### src/rtl/mem_arb_pkg.sv
// Shared definitions for the instruction/data memory-port arbiter.
package mem_arb_pkg;

  typedef enum logic [1:0] {
    IDLE = 2'd0,
    INST = 2'd1,
    DATA = 2'd2,
    RESP = 2'd3
  } arb_state_e;

  localparam logic [3:0]  BE_ALL    = 4'b1111;
  localparam logic [31:0] WORD_MASK = 32'hFFFF_FFFC;

endpackage

### src/rtl/mem_arbiter_if.sv
// Requester-side and bus-side signals of the memory arbiter, grouped by role.
interface mem_arbiter_if #(
  parameter int ADDR_W = 32,
  parameter int DATA_W = 32
);
  logic              inst_req;
  logic              inst_cancel;
  logic [ADDR_W-1:0] pc_F;
  logic [DATA_W-1:0] inst_F;
  logic              inst_mem_ack;

  logic              data_req;
  logic              data_we;
  logic [ADDR_W-1:0] alu_out_M;
  logic [DATA_W-1:0] write_data_M;
  logic [3:0]        byte_en_M;
  logic [DATA_W-1:0] read_data_M;
  logic              data_mem_ack;

  logic              mem_req;
  logic              mem_we;
  logic [ADDR_W-1:0] mem_addr;
  logic [DATA_W-1:0] mem_wdata;
  logic [3:0]        mem_be;
  logic [DATA_W-1:0] mem_rdata;
  logic              mem_ack;

  // Arbiter view: serves the pipeline requesters and drives the memory bus.
  modport slave (
    input  inst_req, inst_cancel, pc_F,
    output inst_F, inst_mem_ack,
    input  data_req, data_we, alu_out_M, write_data_M, byte_en_M,
    output read_data_M, data_mem_ack,
    output mem_req, mem_we, mem_addr, mem_wdata, mem_be,
    input  mem_rdata, mem_ack
  );

  // Environment view: pipeline plus external memory.
  modport master (
    output inst_req, inst_cancel, pc_F,
    input  inst_F, inst_mem_ack,
    output data_req, data_we, alu_out_M, write_data_M, byte_en_M,
    input  read_data_M, data_mem_ack,
    input  mem_req, mem_we, mem_addr, mem_wdata, mem_be,
    output mem_rdata, mem_ack
  );
endinterface

### src/rtl/mem_arb_pick.sv
// Combinational grant chooser: data wins unless instruction fetch is starved.
module mem_arb_pick #(
  parameter int STARVE_MAX = 4,
  parameter int CNT_W      = 3
) (
  input  logic             inst_req,
  input  logic             data_req,
  input  logic [CNT_W-1:0] starve_cnt,
  output logic             grant_inst,
  output logic             grant_data
);

  logic starved;

  // Grant decision from the current request levels and starvation count.
  always_comb begin
    starved    = (starve_cnt == CNT_W'(STARVE_MAX));
    grant_inst = inst_req & (~data_req | starved);
    grant_data = data_req & ~grant_inst;
  end

endmodule

### src/rtl/mem_arbiter.sv
// Shares one external memory port between instruction fetch and M-stage data,
// one req/ack transaction at a time, with registered one-cycle completion acks.
module mem_arbiter
  import mem_arb_pkg::*;
#(
  parameter int ADDR_W     = 32,
  parameter int DATA_W     = 32,
  parameter int STARVE_MAX = 4
) (
  input logic          clk,
  input logic          reset,
  mem_arbiter_if.slave bus
);

  localparam int                CNT_W     = $clog2(STARVE_MAX + 1);
  localparam logic [ADDR_W-1:0] ADDR_MASK = ADDR_W'(WORD_MASK);

  arb_state_e        state_q, state_d;
  logic [CNT_W-1:0]  starve_cnt_q, starve_cnt_d;
  logic              drop_q, drop_d;
  logic              mem_req_q, mem_req_d;
  logic              mem_we_q, mem_we_d;
  logic [ADDR_W-1:0] mem_addr_q, mem_addr_d;
  logic [DATA_W-1:0] mem_wdata_q, mem_wdata_d;
  logic [3:0]        mem_be_q, mem_be_d;
  logic [DATA_W-1:0] inst_f_q, inst_f_d;
  logic [DATA_W-1:0] read_data_q, read_data_d;
  logic              inst_ack_q, inst_ack_d;
  logic              data_ack_q, data_ack_d;
  logic              grant_inst, grant_data;

  mem_arb_pick #(
    .STARVE_MAX (STARVE_MAX),
    .CNT_W      (CNT_W)
  ) u_pick (
    .inst_req   (bus.inst_req),
    .data_req   (bus.data_req),
    .starve_cnt (starve_cnt_q),
    .grant_inst (grant_inst),
    .grant_data (grant_data)
  );

  // Next-state, bus field and response computation.
  always_comb begin
    state_d      = state_q;
    starve_cnt_d = starve_cnt_q;
    drop_d       = drop_q;
    mem_req_d    = mem_req_q;
    mem_we_d     = mem_we_q;
    mem_addr_d   = mem_addr_q;
    mem_wdata_d  = mem_wdata_q;
    mem_be_d     = mem_be_q;
    inst_f_d     = inst_f_q;
    read_data_d  = read_data_q;
    inst_ack_d   = 1'b0;
    data_ack_d   = 1'b0;

    case (state_q)
      IDLE: begin
        if (grant_inst) begin
          state_d      = INST;
          mem_req_d    = 1'b1;
          mem_we_d     = 1'b0;
          mem_be_d     = BE_ALL;
          mem_addr_d   = bus.pc_F & ADDR_MASK;
          starve_cnt_d = {CNT_W{1'b0}};
        end else if (grant_data) begin
          state_d     = DATA;
          mem_req_d   = 1'b1;
          mem_we_d    = bus.data_we;
          mem_be_d    = bus.byte_en_M;
          mem_addr_d  = bus.alu_out_M & ADDR_MASK;
          mem_wdata_d = bus.write_data_M;
          if (bus.inst_req && (starve_cnt_q != CNT_W'(STARVE_MAX))) begin
            starve_cnt_d = starve_cnt_q + CNT_W'(1);
          end else begin
            starve_cnt_d = starve_cnt_q;
          end
        end else begin
          state_d = IDLE;
        end
      end
      INST: begin
        // A flush on the ack cycle itself must also suppress the result.
        if (bus.inst_cancel) begin
          drop_d = 1'b1;
        end else begin
          drop_d = drop_q;
        end
        if (bus.mem_ack) begin
          state_d   = RESP;
          mem_req_d = 1'b0;
          if (!(drop_q || bus.inst_cancel)) begin
            inst_f_d   = bus.mem_rdata;
            inst_ack_d = 1'b1;
          end else begin
            inst_ack_d = 1'b0;
          end
        end else begin
          state_d = INST;
        end
      end
      DATA: begin
        if (bus.mem_ack) begin
          state_d    = RESP;
          mem_req_d  = 1'b0;
          data_ack_d = 1'b1;
          if (!mem_we_q) begin
            read_data_d = bus.mem_rdata;
          end else begin
            read_data_d = read_data_q;
          end
        end else begin
          state_d = DATA;
        end
      end
      RESP: begin
        state_d = IDLE;
        drop_d  = 1'b0;
      end
      default: begin
        state_d   = IDLE;
        mem_req_d = 1'b0;
        drop_d    = 1'b0;
      end
    endcase
  end

  // State and output registers with synchronous reset.
  always_ff @(posedge clk) begin
    if (reset) begin
      state_q      <= IDLE;
      starve_cnt_q <= {CNT_W{1'b0}};
      drop_q       <= 1'b0;
      mem_req_q    <= 1'b0;
      mem_we_q     <= 1'b0;
      mem_addr_q   <= {ADDR_W{1'b0}};
      mem_wdata_q  <= {DATA_W{1'b0}};
      mem_be_q     <= 4'b0000;
      inst_f_q     <= {DATA_W{1'b0}};
      read_data_q  <= {DATA_W{1'b0}};
      inst_ack_q   <= 1'b0;
      data_ack_q   <= 1'b0;
    end else begin
      state_q      <= state_d;
      starve_cnt_q <= starve_cnt_d;
      drop_q       <= drop_d;
      mem_req_q    <= mem_req_d;
      mem_we_q     <= mem_we_d;
      mem_addr_q   <= mem_addr_d;
      mem_wdata_q  <= mem_wdata_d;
      mem_be_q     <= mem_be_d;
      inst_f_q     <= inst_f_d;
      read_data_q  <= read_data_d;
      inst_ack_q   <= inst_ack_d;
      data_ack_q   <= data_ack_d;
    end
  end

  assign bus.mem_req      = mem_req_q;
  assign bus.mem_we       = mem_we_q;
  assign bus.mem_addr     = mem_addr_q;
  assign bus.mem_wdata    = mem_wdata_q;
  assign bus.mem_be       = mem_be_q;
  assign bus.inst_F       = inst_f_q;
  assign bus.read_data_M  = read_data_q;
  assign bus.inst_mem_ack = inst_ack_q;
  assign bus.data_mem_ack = data_ack_q;

endmodule

### src/flat_wrapper.sv
// flat-port wrapper written by rule: the top's interface ports become plain ports
module mem_arbiter_flat import mem_arb_pkg::*;
#(
  parameter int ADDR_W     = 32,
  parameter int DATA_W     = 32,
  parameter int STARVE_MAX = 4
)
  (clk, reset, bus_inst_req, bus_inst_cancel, bus_pc_F, bus_inst_F, bus_inst_mem_ack, bus_data_req, bus_data_we, bus_alu_out_M, bus_write_data_M, bus_byte_en_M, bus_read_data_M, bus_data_mem_ack, bus_mem_req, bus_mem_we, bus_mem_addr, bus_mem_wdata, bus_mem_be, bus_mem_rdata, bus_mem_ack);
  mem_arbiter_if #(.ADDR_W(ADDR_W), .DATA_W(DATA_W)) bus_i ();
  input logic clk;
  input logic reset;
  input wire logic [$bits(bus_i.inst_req)-1:0] bus_inst_req;
  input wire logic [$bits(bus_i.inst_cancel)-1:0] bus_inst_cancel;
  input wire logic [$bits(bus_i.pc_F)-1:0] bus_pc_F;
  output wire logic [$bits(bus_i.inst_F)-1:0] bus_inst_F;
  output wire logic [$bits(bus_i.inst_mem_ack)-1:0] bus_inst_mem_ack;
  input wire logic [$bits(bus_i.data_req)-1:0] bus_data_req;
  input wire logic [$bits(bus_i.data_we)-1:0] bus_data_we;
  input wire logic [$bits(bus_i.alu_out_M)-1:0] bus_alu_out_M;
  input wire logic [$bits(bus_i.write_data_M)-1:0] bus_write_data_M;
  input wire logic [$bits(bus_i.byte_en_M)-1:0] bus_byte_en_M;
  output wire logic [$bits(bus_i.read_data_M)-1:0] bus_read_data_M;
  output wire logic [$bits(bus_i.data_mem_ack)-1:0] bus_data_mem_ack;
  output wire logic [$bits(bus_i.mem_req)-1:0] bus_mem_req;
  output wire logic [$bits(bus_i.mem_we)-1:0] bus_mem_we;
  output wire logic [$bits(bus_i.mem_addr)-1:0] bus_mem_addr;
  output wire logic [$bits(bus_i.mem_wdata)-1:0] bus_mem_wdata;
  output wire logic [$bits(bus_i.mem_be)-1:0] bus_mem_be;
  input wire logic [$bits(bus_i.mem_rdata)-1:0] bus_mem_rdata;
  input wire logic [$bits(bus_i.mem_ack)-1:0] bus_mem_ack;
  assign bus_i.inst_req = bus_inst_req;
  assign bus_i.inst_cancel = bus_inst_cancel;
  assign bus_i.pc_F = bus_pc_F;
  assign bus_inst_F = bus_i.inst_F;
  assign bus_inst_mem_ack = bus_i.inst_mem_ack;
  assign bus_i.data_req = bus_data_req;
  assign bus_i.data_we = bus_data_we;
  assign bus_i.alu_out_M = bus_alu_out_M;
  assign bus_i.write_data_M = bus_write_data_M;
  assign bus_i.byte_en_M = bus_byte_en_M;
  assign bus_read_data_M = bus_i.read_data_M;
  assign bus_data_mem_ack = bus_i.data_mem_ack;
  assign bus_mem_req = bus_i.mem_req;
  assign bus_mem_we = bus_i.mem_we;
  assign bus_mem_addr = bus_i.mem_addr;
  assign bus_mem_wdata = bus_i.mem_wdata;
  assign bus_mem_be = bus_i.mem_be;
  assign bus_i.mem_rdata = bus_mem_rdata;
  assign bus_i.mem_ack = bus_mem_ack;
  mem_arbiter #(.ADDR_W(ADDR_W), .DATA_W(DATA_W), .STARVE_MAX(STARVE_MAX)) u_core (.clk(clk), .reset(reset), .bus(bus_i));
endmodule
### config.mk
export PLATFORM = sky130hd
export DESIGN_NAME = mem_arbiter_flat
export DESIGN_NICKNAME = d
export VERILOG_FILES = /design/src/rtl/mem_arb_pkg.sv /design/src/rtl/mem_arbiter_if.sv /design/src/rtl/mem_arb_pick.sv /design/src/rtl/mem_arbiter.sv /design/src/flat_wrapper.sv
export SDC_FILE = /design/constraint.sdc
export NUM_CORES = 1
export LEC_CHECK = 0
export BUFFER_PORTS_ARGS = -buffer_cell sky130_fd_sc_hd__buf_2
export CORE_AREA = 5 5 124 126
export CTS_BUF_LIST = sky130_fd_sc_hd__clkbuf_16
export CTS_CLUSTER_DIAMETER = 60
export DETAILED_ROUTE_END_ITERATION = 16
export DIE_AREA = 0 0 129 131
export GPL_TIMING_DRIVEN = 0
export PLACE_DENSITY = 0.75
export SLEW_MARGIN = 5
export SYNTH_ARGS = -nofsm -noshare
export SYNTH_HDL_FRONTEND = slang
export SYNTH_SLANG_ARGS = --single-unit
### constraint.sdc
create_clock -name clk -period 1.3 [get_ports clk]
set_input_delay 0.13 -clock clk [delete_from_list [all_inputs] [get_ports clk]]
set_output_delay 0.13 -clock clk [all_outputs]
set_load 0.005 [all_outputs]
After elaboration in Yosys (flattened, before gate mapping)
Cells that the tools add are included.
{"block": "classes", "n_bitwise": 10, "add_sub_neg": 1, "eq_ne": 8, "reduce_logical": 17, "n_mux": 22}
{"op": "2-to-1 mux 32 bit", "n": 2}
{"op": "AND reduction 3 bit", "n": 5}
{"op": "2-to-1 mux 1 bit", "n": 9}
{"op": "2-to-1 mux 3 bit", "n": 3}
{"op": "2-to-1 mux 4 bit", "n": 2}
{"op": "one-hot mux 2 bit (4 select lines)", "n": 1}
{"op": "nonzero test 2 bit", "n": 4}
{"op": "inverter 1 bit", "n": 7}
{"op": "2-to-1 mux 2 bit", "n": 3}
{"op": "== test 2 bit, second input constant", "n": 2}
{"op": "one-hot mux 1 bit (2 select lines)", "n": 2}
{"op": "AND reduction 2 bit", "n": 2}
{"op": "OR reduction 2 bit", "n": 2}
{"op": "adder 3 x 1 -> 3 bit, second input constant", "n": 1}
{"op": "== test 3 bit, second input constant", "n": 1}
{"op": "!= test 3 x 1 -> 1 bit, second input constant", "n": 1}
{"op": "!= test 3 bit, second input constant", "n": 1}
{"op": "OR reduction 3 bit", "n": 1}
{"op": "bitwise AND 1 bit", "n": 2}
{"op": "== test 2 x 1 -> 1 bit, second input constant", "n": 1}
{"op": "zero test 2 bit", "n": 1}
{"op": "!= test 2 x 1 -> 1 bit, second input constant", "n": 1}
{"op": "!= test 2 bit, second input constant", "n": 1}
{"op": "logical AND 1 bit", "n": 1}
{"op": "other kinds (2)", "n": 2}
{"block": "word_totals", "out_inout_bits": 136, "reg_bits": 142, "elab_cells": 70, "in_bits": 139}

Depth between registers and ports, before layout
{"block": "logic_depth", "depth_word": 8, "mapped_depth": 7, "depth_no_buf": 5}

Modules after synthesis
From an unflattened synthesis, not the netlist that was laid out.
{"block": "hier_totals", "hier_cells": 639, "hier_area_um2": 5346.4}
{"mod": "mem_arbiter", "area_per_inst_um2": 5321.4, "seq_area_each_um2": 2802.7, "cells_per_inst": 635, "n_inst": 1}
{"mod": "mem_arb_pick", "area_per_inst_um2": 25.0, "seq_area_each_um2": 0.0, "cells_per_inst": 4, "n_inst": 1}

Worst setup path before layout
No wires, ideal clock.
{"block": "synth_path", "path_type": "flip-flop to flip-flop", "from": "reg u_core.starve_cnt_q[0]", "to": "reg u_core.starve_cnt_q[0]", "path_stages_with_launch": 6, "period_less_slack_ps": 1427, "n_path_buf": 0, "t_arrival_ps": 1360, "setup_slack_ps": -127, "setup_time_ps": 67, "cell_sequence": "dfxtp_1 > inv_1 > ha_1 > a21bo_4 > or3_1 > a21oi_2"}
{"block": "synth_via", "elab_chain_len": 7, "elab_cells_between_ends": 14, "classes_between": "add/sub (1); eq/ne (2); mux (3); bitwise (4); reduce/logical (4)"}
{"item": "start, declared", "line_no": "mem_arbiter.sv:19", "rtl": "logic [CNT_W-1:0] starve_cnt_q, starve_cnt_d;"}
{"item": "start signal, assigned", "line_no": "mem_arbiter.sv:133", "rtl": "starve_cnt_q <= {CNT_W{1'b0}};"}
{"item": "start signal, assigned", "line_no": "mem_arbiter.sv:146", "rtl": "starve_cnt_q <= starve_cnt_d;"}
{"item": "== test 3 bit", "line_no": "mem_arb_pick.sv:17", "rtl": "starved = (starve_cnt == CNT_W'(STARVE_MAX));"}
{"item": "OR 1 bit", "line_no": "mem_arb_pick.sv:18", "rtl": "grant_inst = inst_req & (~data_req | starved);"}
{"item": "bitwise AND 1 bit", "line_no": "mem_arb_pick.sv:18"}
{"item": "inverter 1 bit (no line)"}
{"item": "bitwise AND 1 bit", "line_no": "mem_arb_pick.sv:19", "rtl": "grant_data = data_req & ~grant_inst;"}
{"item": "nonzero test 2 bit (no line)"}
{"item": "AND reduction 3 bit (no line)"}
Several ways; a longest one is shown, not always the timed one. The select of a mux whose other input is x is not followed.
A chain may end at the register's enable or synchronous reset.

Final worst setup path
{"block": "layout_path", "from": "reg u_core.state_q[0]", "to": "reg u_core.inst_f_q[10], in the netlist u_core.bus.inst_F[10]"}
{"block": "layout_via", "elab_chain_len": 2}
{"item": "start, declared", "line_no": "mem_arbiter.sv:18", "rtl": "arb_state_e state_q, state_d;"}
{"item": "start signal, assigned", "line_no": "mem_arbiter.sv:145", "rtl": "state_q <= state_d;"}
{"item": "== test 2 x 1 -> 1 bit", "line_no": "mem_arbiter.sv:58", "rtl": "case (state_q)"}
{"item": "AND reduction 3 bit (no line)"}
{"item": "end signal, assigned", "line_no": "mem_arbiter.sv:140", "rtl": "inst_f_q <= {DATA_W{1'b0}};"}
{"item": "end signal, assigned", "line_no": "mem_arbiter.sv:153", "rtl": "inst_f_q <= inst_f_d;"}
{"item": "end, declared", "line_no": "mem_arbiter.sv:26", "rtl": "logic [DATA_W-1:0] inst_f_q, inst_f_d;"}
Every way passes these cells.

==> metrics <==
CTS tree built; CTS H-tree depth 4; total track usage 0.246; Syn Inst Count roughly 700; asr flop ratio synth 0; crit path cell chain buf_6, ha_4, and4bb_4, buf_6, nand2_1, a21oi_1; Critical R2R Capture u_core.bus.inst_F[10]; DR top layer met4; DRT antenna net count 0; Most used DFF post-synth dfxtp_1; worst r2r src u_core.state_q[0]; Worst setup SP type register; clock root buffer clkbuf_16; Seq cells post-synth 140; Worst Setup Slack, final -206 ps; syn avg cell area roughly 8.4 um2; wirelength, routed around 25000 um; global-route wire length before repair between 30000 and 40000 um; vias roughly 7.0k; Crit Path Max Fanout 8; hold wc startpoint bus_alu_out_M[13]; clk_skew 15.4 ps; CTS clk-pin slew, worst paths around 60 ps; met1 WL 9150 um; worst slew pin tran 769 ps; Critical Path Max Stage Delay 380 ps; peak supply drop 0.966 mV; dpl hpwl around 14000 um; met2 routed WL about 13000 um; fill cell count roughly 960; Slew Viols, Final 0; Hold WC Path Type input pin to register; area of the multi-input gates roughly 3400 um2; DP Cell Count about 1.1k; Port Buf Inserts 266; Yosys cell types 35; Final Wtd Congestion ~0.83; Hold Path Depth 3; unrepaired setup endpoints after global routing true; R2R setup slack -210 ps; Max Root-Sink Buffers 2; critical path endpoint category register; dpl ws -335 ps; DR WL/cell 19.3 um; Max-Cap Viols 0; Setup CP Type register to register; row cnt 44; initial antenna violation count 0; Clock Latency Late Sink between 400 and 500 ps; Non-Filler Instances 1289; cell area after synthesis between 5000 and 6000 um2; YS warnings 0; CTS Sinks 140; minimum clock period ~1500 ps; Arrival @ worst endpoint about 1900 ps; Max-slew headroom 0.487; worst-case reg-to-reg path depth 6; hold endpoint u_core.bus.mem_addr[13]; Comb power frac 0.330; Die Width roughly 130 um; I/O Pins around 280; switch share 0.326; outcome finished with violations; most used cell, CP buf_6; Setup Viol. Count Final about 130; core area approximately 14000 um2; die height approximately 130 um; WL met3 about 2000 um; EDFF count, synth 0; drt first pass iters 5; DRC viols 0; gr ovfl total 0; PwrDens 1390 nW/um2; Hold Slack -17.0 ps; number of diodes 0; CTS Buf Count 17; Starting Density 0.408; pin count of the biggest net entering global routing 17; net switching power 0.00465 W; Period Utilization, post-route 1.16; Max Clock Freq ~660 MHz; Avg Vias per Cell approximately 5.4; Reg area ~2800 um2; sequential share of power 0.363; violated checks negative hold slack, negative setup slack; Pint between 0.009 and 0.01 W; layout cell share with drive strength beyond 1 0.521; CP max-delay cell and4bb_4; Area Overhead vs Synth 77.3%; final hold vios 4; sequential share of the synthesized area 0.484; P_leak 4.44 nW; initial drt markers approximately 480; TNS Setup -11140 ps; clock power share 0.307; Die ar. around 17000 um2; NumNets Final roughly 1.2k; required time of the worst setup path 1640 ps; vias in the first global route about 6.6k
-- worst max-delay path: cells and delay by family, from the launching register on --
| family | cells | cell delay, ps |
|---|---|---|
| AOI/OAI and AO/OA | 1 | 160 |
| DFF | 1 | 370 |
| buffers and inverters | 2 | 300 |
| and+or+nand+nor | 2 | 460 |
| adders and majority gates | 1 | 140 |
-- cell type report --
cell class,instances,area share
Tap cell,184,0.0224
Inverter,6,0.00293
Clock inverter,14,0.00951
Clock buffer,17,0.0414
Timing Repair Buffer,388,0.260
Sequential cell,140,0.274
Buffer,66,0.0629
Multi-Input combinational cell,474,0.327
-- power by group through the flow --
stage | Sequential (W) | Combinational (W) | Clock (W)
floorplan | 0.00523 | 0.00180 | 0
global placement | 0.00517 | 0.00302 | 0
detailed placement | 0.00519 | 0.00305 | 0
CTS | 0.00510 | 0.00377 | 0.00440
global route | 0.00522 | 0.00504 | 0.00457
finish | 0.00517 | 0.00471 | 0.00438
-- worst max path at each step --
stage                                start                         end  slack [ps]
floorplan           u_core.starve_cnt_q[1]      u_core.starve_cnt_q[0]         -20
global placement         u_core.state_q[0]  u_core.bus.read_data_M[17]        -280
detailed placement       u_core.state_q[0]  u_core.bus.read_data_M[20]        -330
CTS                      u_core.state_q[1]     u_core.bus.mem_addr[23]         -90
global route             u_core.state_q[0]       u_core.bus.inst_F[10]        -220
finish                   u_core.state_q[0]       u_core.bus.inst_F[10]        -210
-- kinds of logic after synthesis --
family          synth area share
simple gates               0.188
flops                      0.484
compound gates             0.239
fa+ha+maj                 0.0151
buf+inv                   0.0730
other cells             0.000647
-- flip-flops by register name (all words and copies together), names as in the netlist --
register,cells
u_core.bus.mem_wdata,32
u_core.starve_cnt_q,3
u_core.bus.mem_we,1
u_core.state_q,2
u_core.bus.mem_req,1
u_core.bus.inst_F,32
u_core.bus.inst_mem_ack,1
u_core.drop_q,1
u_core.bus.mem_be,4
u_core.bus.read_data_M,32
u_core.bus.data_mem_ack,1
u_core.bus.mem_addr,30
-- routing by layer --
layer | vias up | GRT usage
li1 | 3194 | -
met4 | 0 | 0.122
met1 | 3291 | 0.277
met3 | 92 | 0.0691
met5 | - | 0
met2 | 404 | 0.429
-- placed cells by master (no fill, tap or decap), drive strengths merged --
cell type,count
a211oi,6
conb,2
clkinv,6
a311oi,30
ha,7
and3,1
or3,3
inv,10
clkinvlp,4
dlygate4sd3,93
a21bo,1
nand4,1
a21oi,102
nand3,64
nor2,41
nand4bb,1
a221oi,1
buf,337
o21a,1
nand2b,1
o211ai,1
clkbuf,41
nand2,136
and4bb,1
o21ai,67
nor2b,1
nand3b,1
and2,1
and3b,1
a21boi,1
nor3b,2
dfxtp,140
-- per-stage QoR --
| step | utilization | instance area [um2] | total power [W] |
|---|---|---|---|
| after global placement | 0.520 | 7390 | 0.00820 |
| after detailed placement | 0.520 | 7390 | 0.00824 |
| final | 0.723 | 10300 | 0.0143 |
| after global routing | 0.723 | 10300 | 0.0148 |
| after CTS | 0.654 | 9290 | 0.0133 |
| after floorplan | - | 5830 | 0.00703 |
-- synthesized netlist by cell type (2+ instances only) --
library cell | n | area [um2]
a211oi_1 | 6 | 45.0
a21oi_1 | 101 | 505
a311oi_1 | 3 | 26.3
a311oi_2 | 27 | 405
buf_1 | 4 | 15.0
buf_2 | 20 | 100
buf_4 | 11 | 82.6
buf_6 | 11 | 124
clkbuf_1 | 21 | 78.8
dfxtp_1 | 140 | 2800
ha_1 | 7 | 87.6
inv_1 | 6 | 22.5
nand2_1 | 136 | 510
nand3_1 | 64 | 320
nor2_1 | 41 | 154
nor3b_1 | 2 | 15.0
o21ai_0 | 38 | 190
o21ai_1 | 29 | 145
or3_1 | 3 | 18.8
-- repair_timing --
item	CTS	global route
pin swaps	9	87
setup buffers	11	3
resized for setup	92	226
endpoints found under the hold margin	119	3
setup endpoints to repair	131	134
gates cloned	9	6
hold buffers	90	3
(Power assumes the default switching activity.)
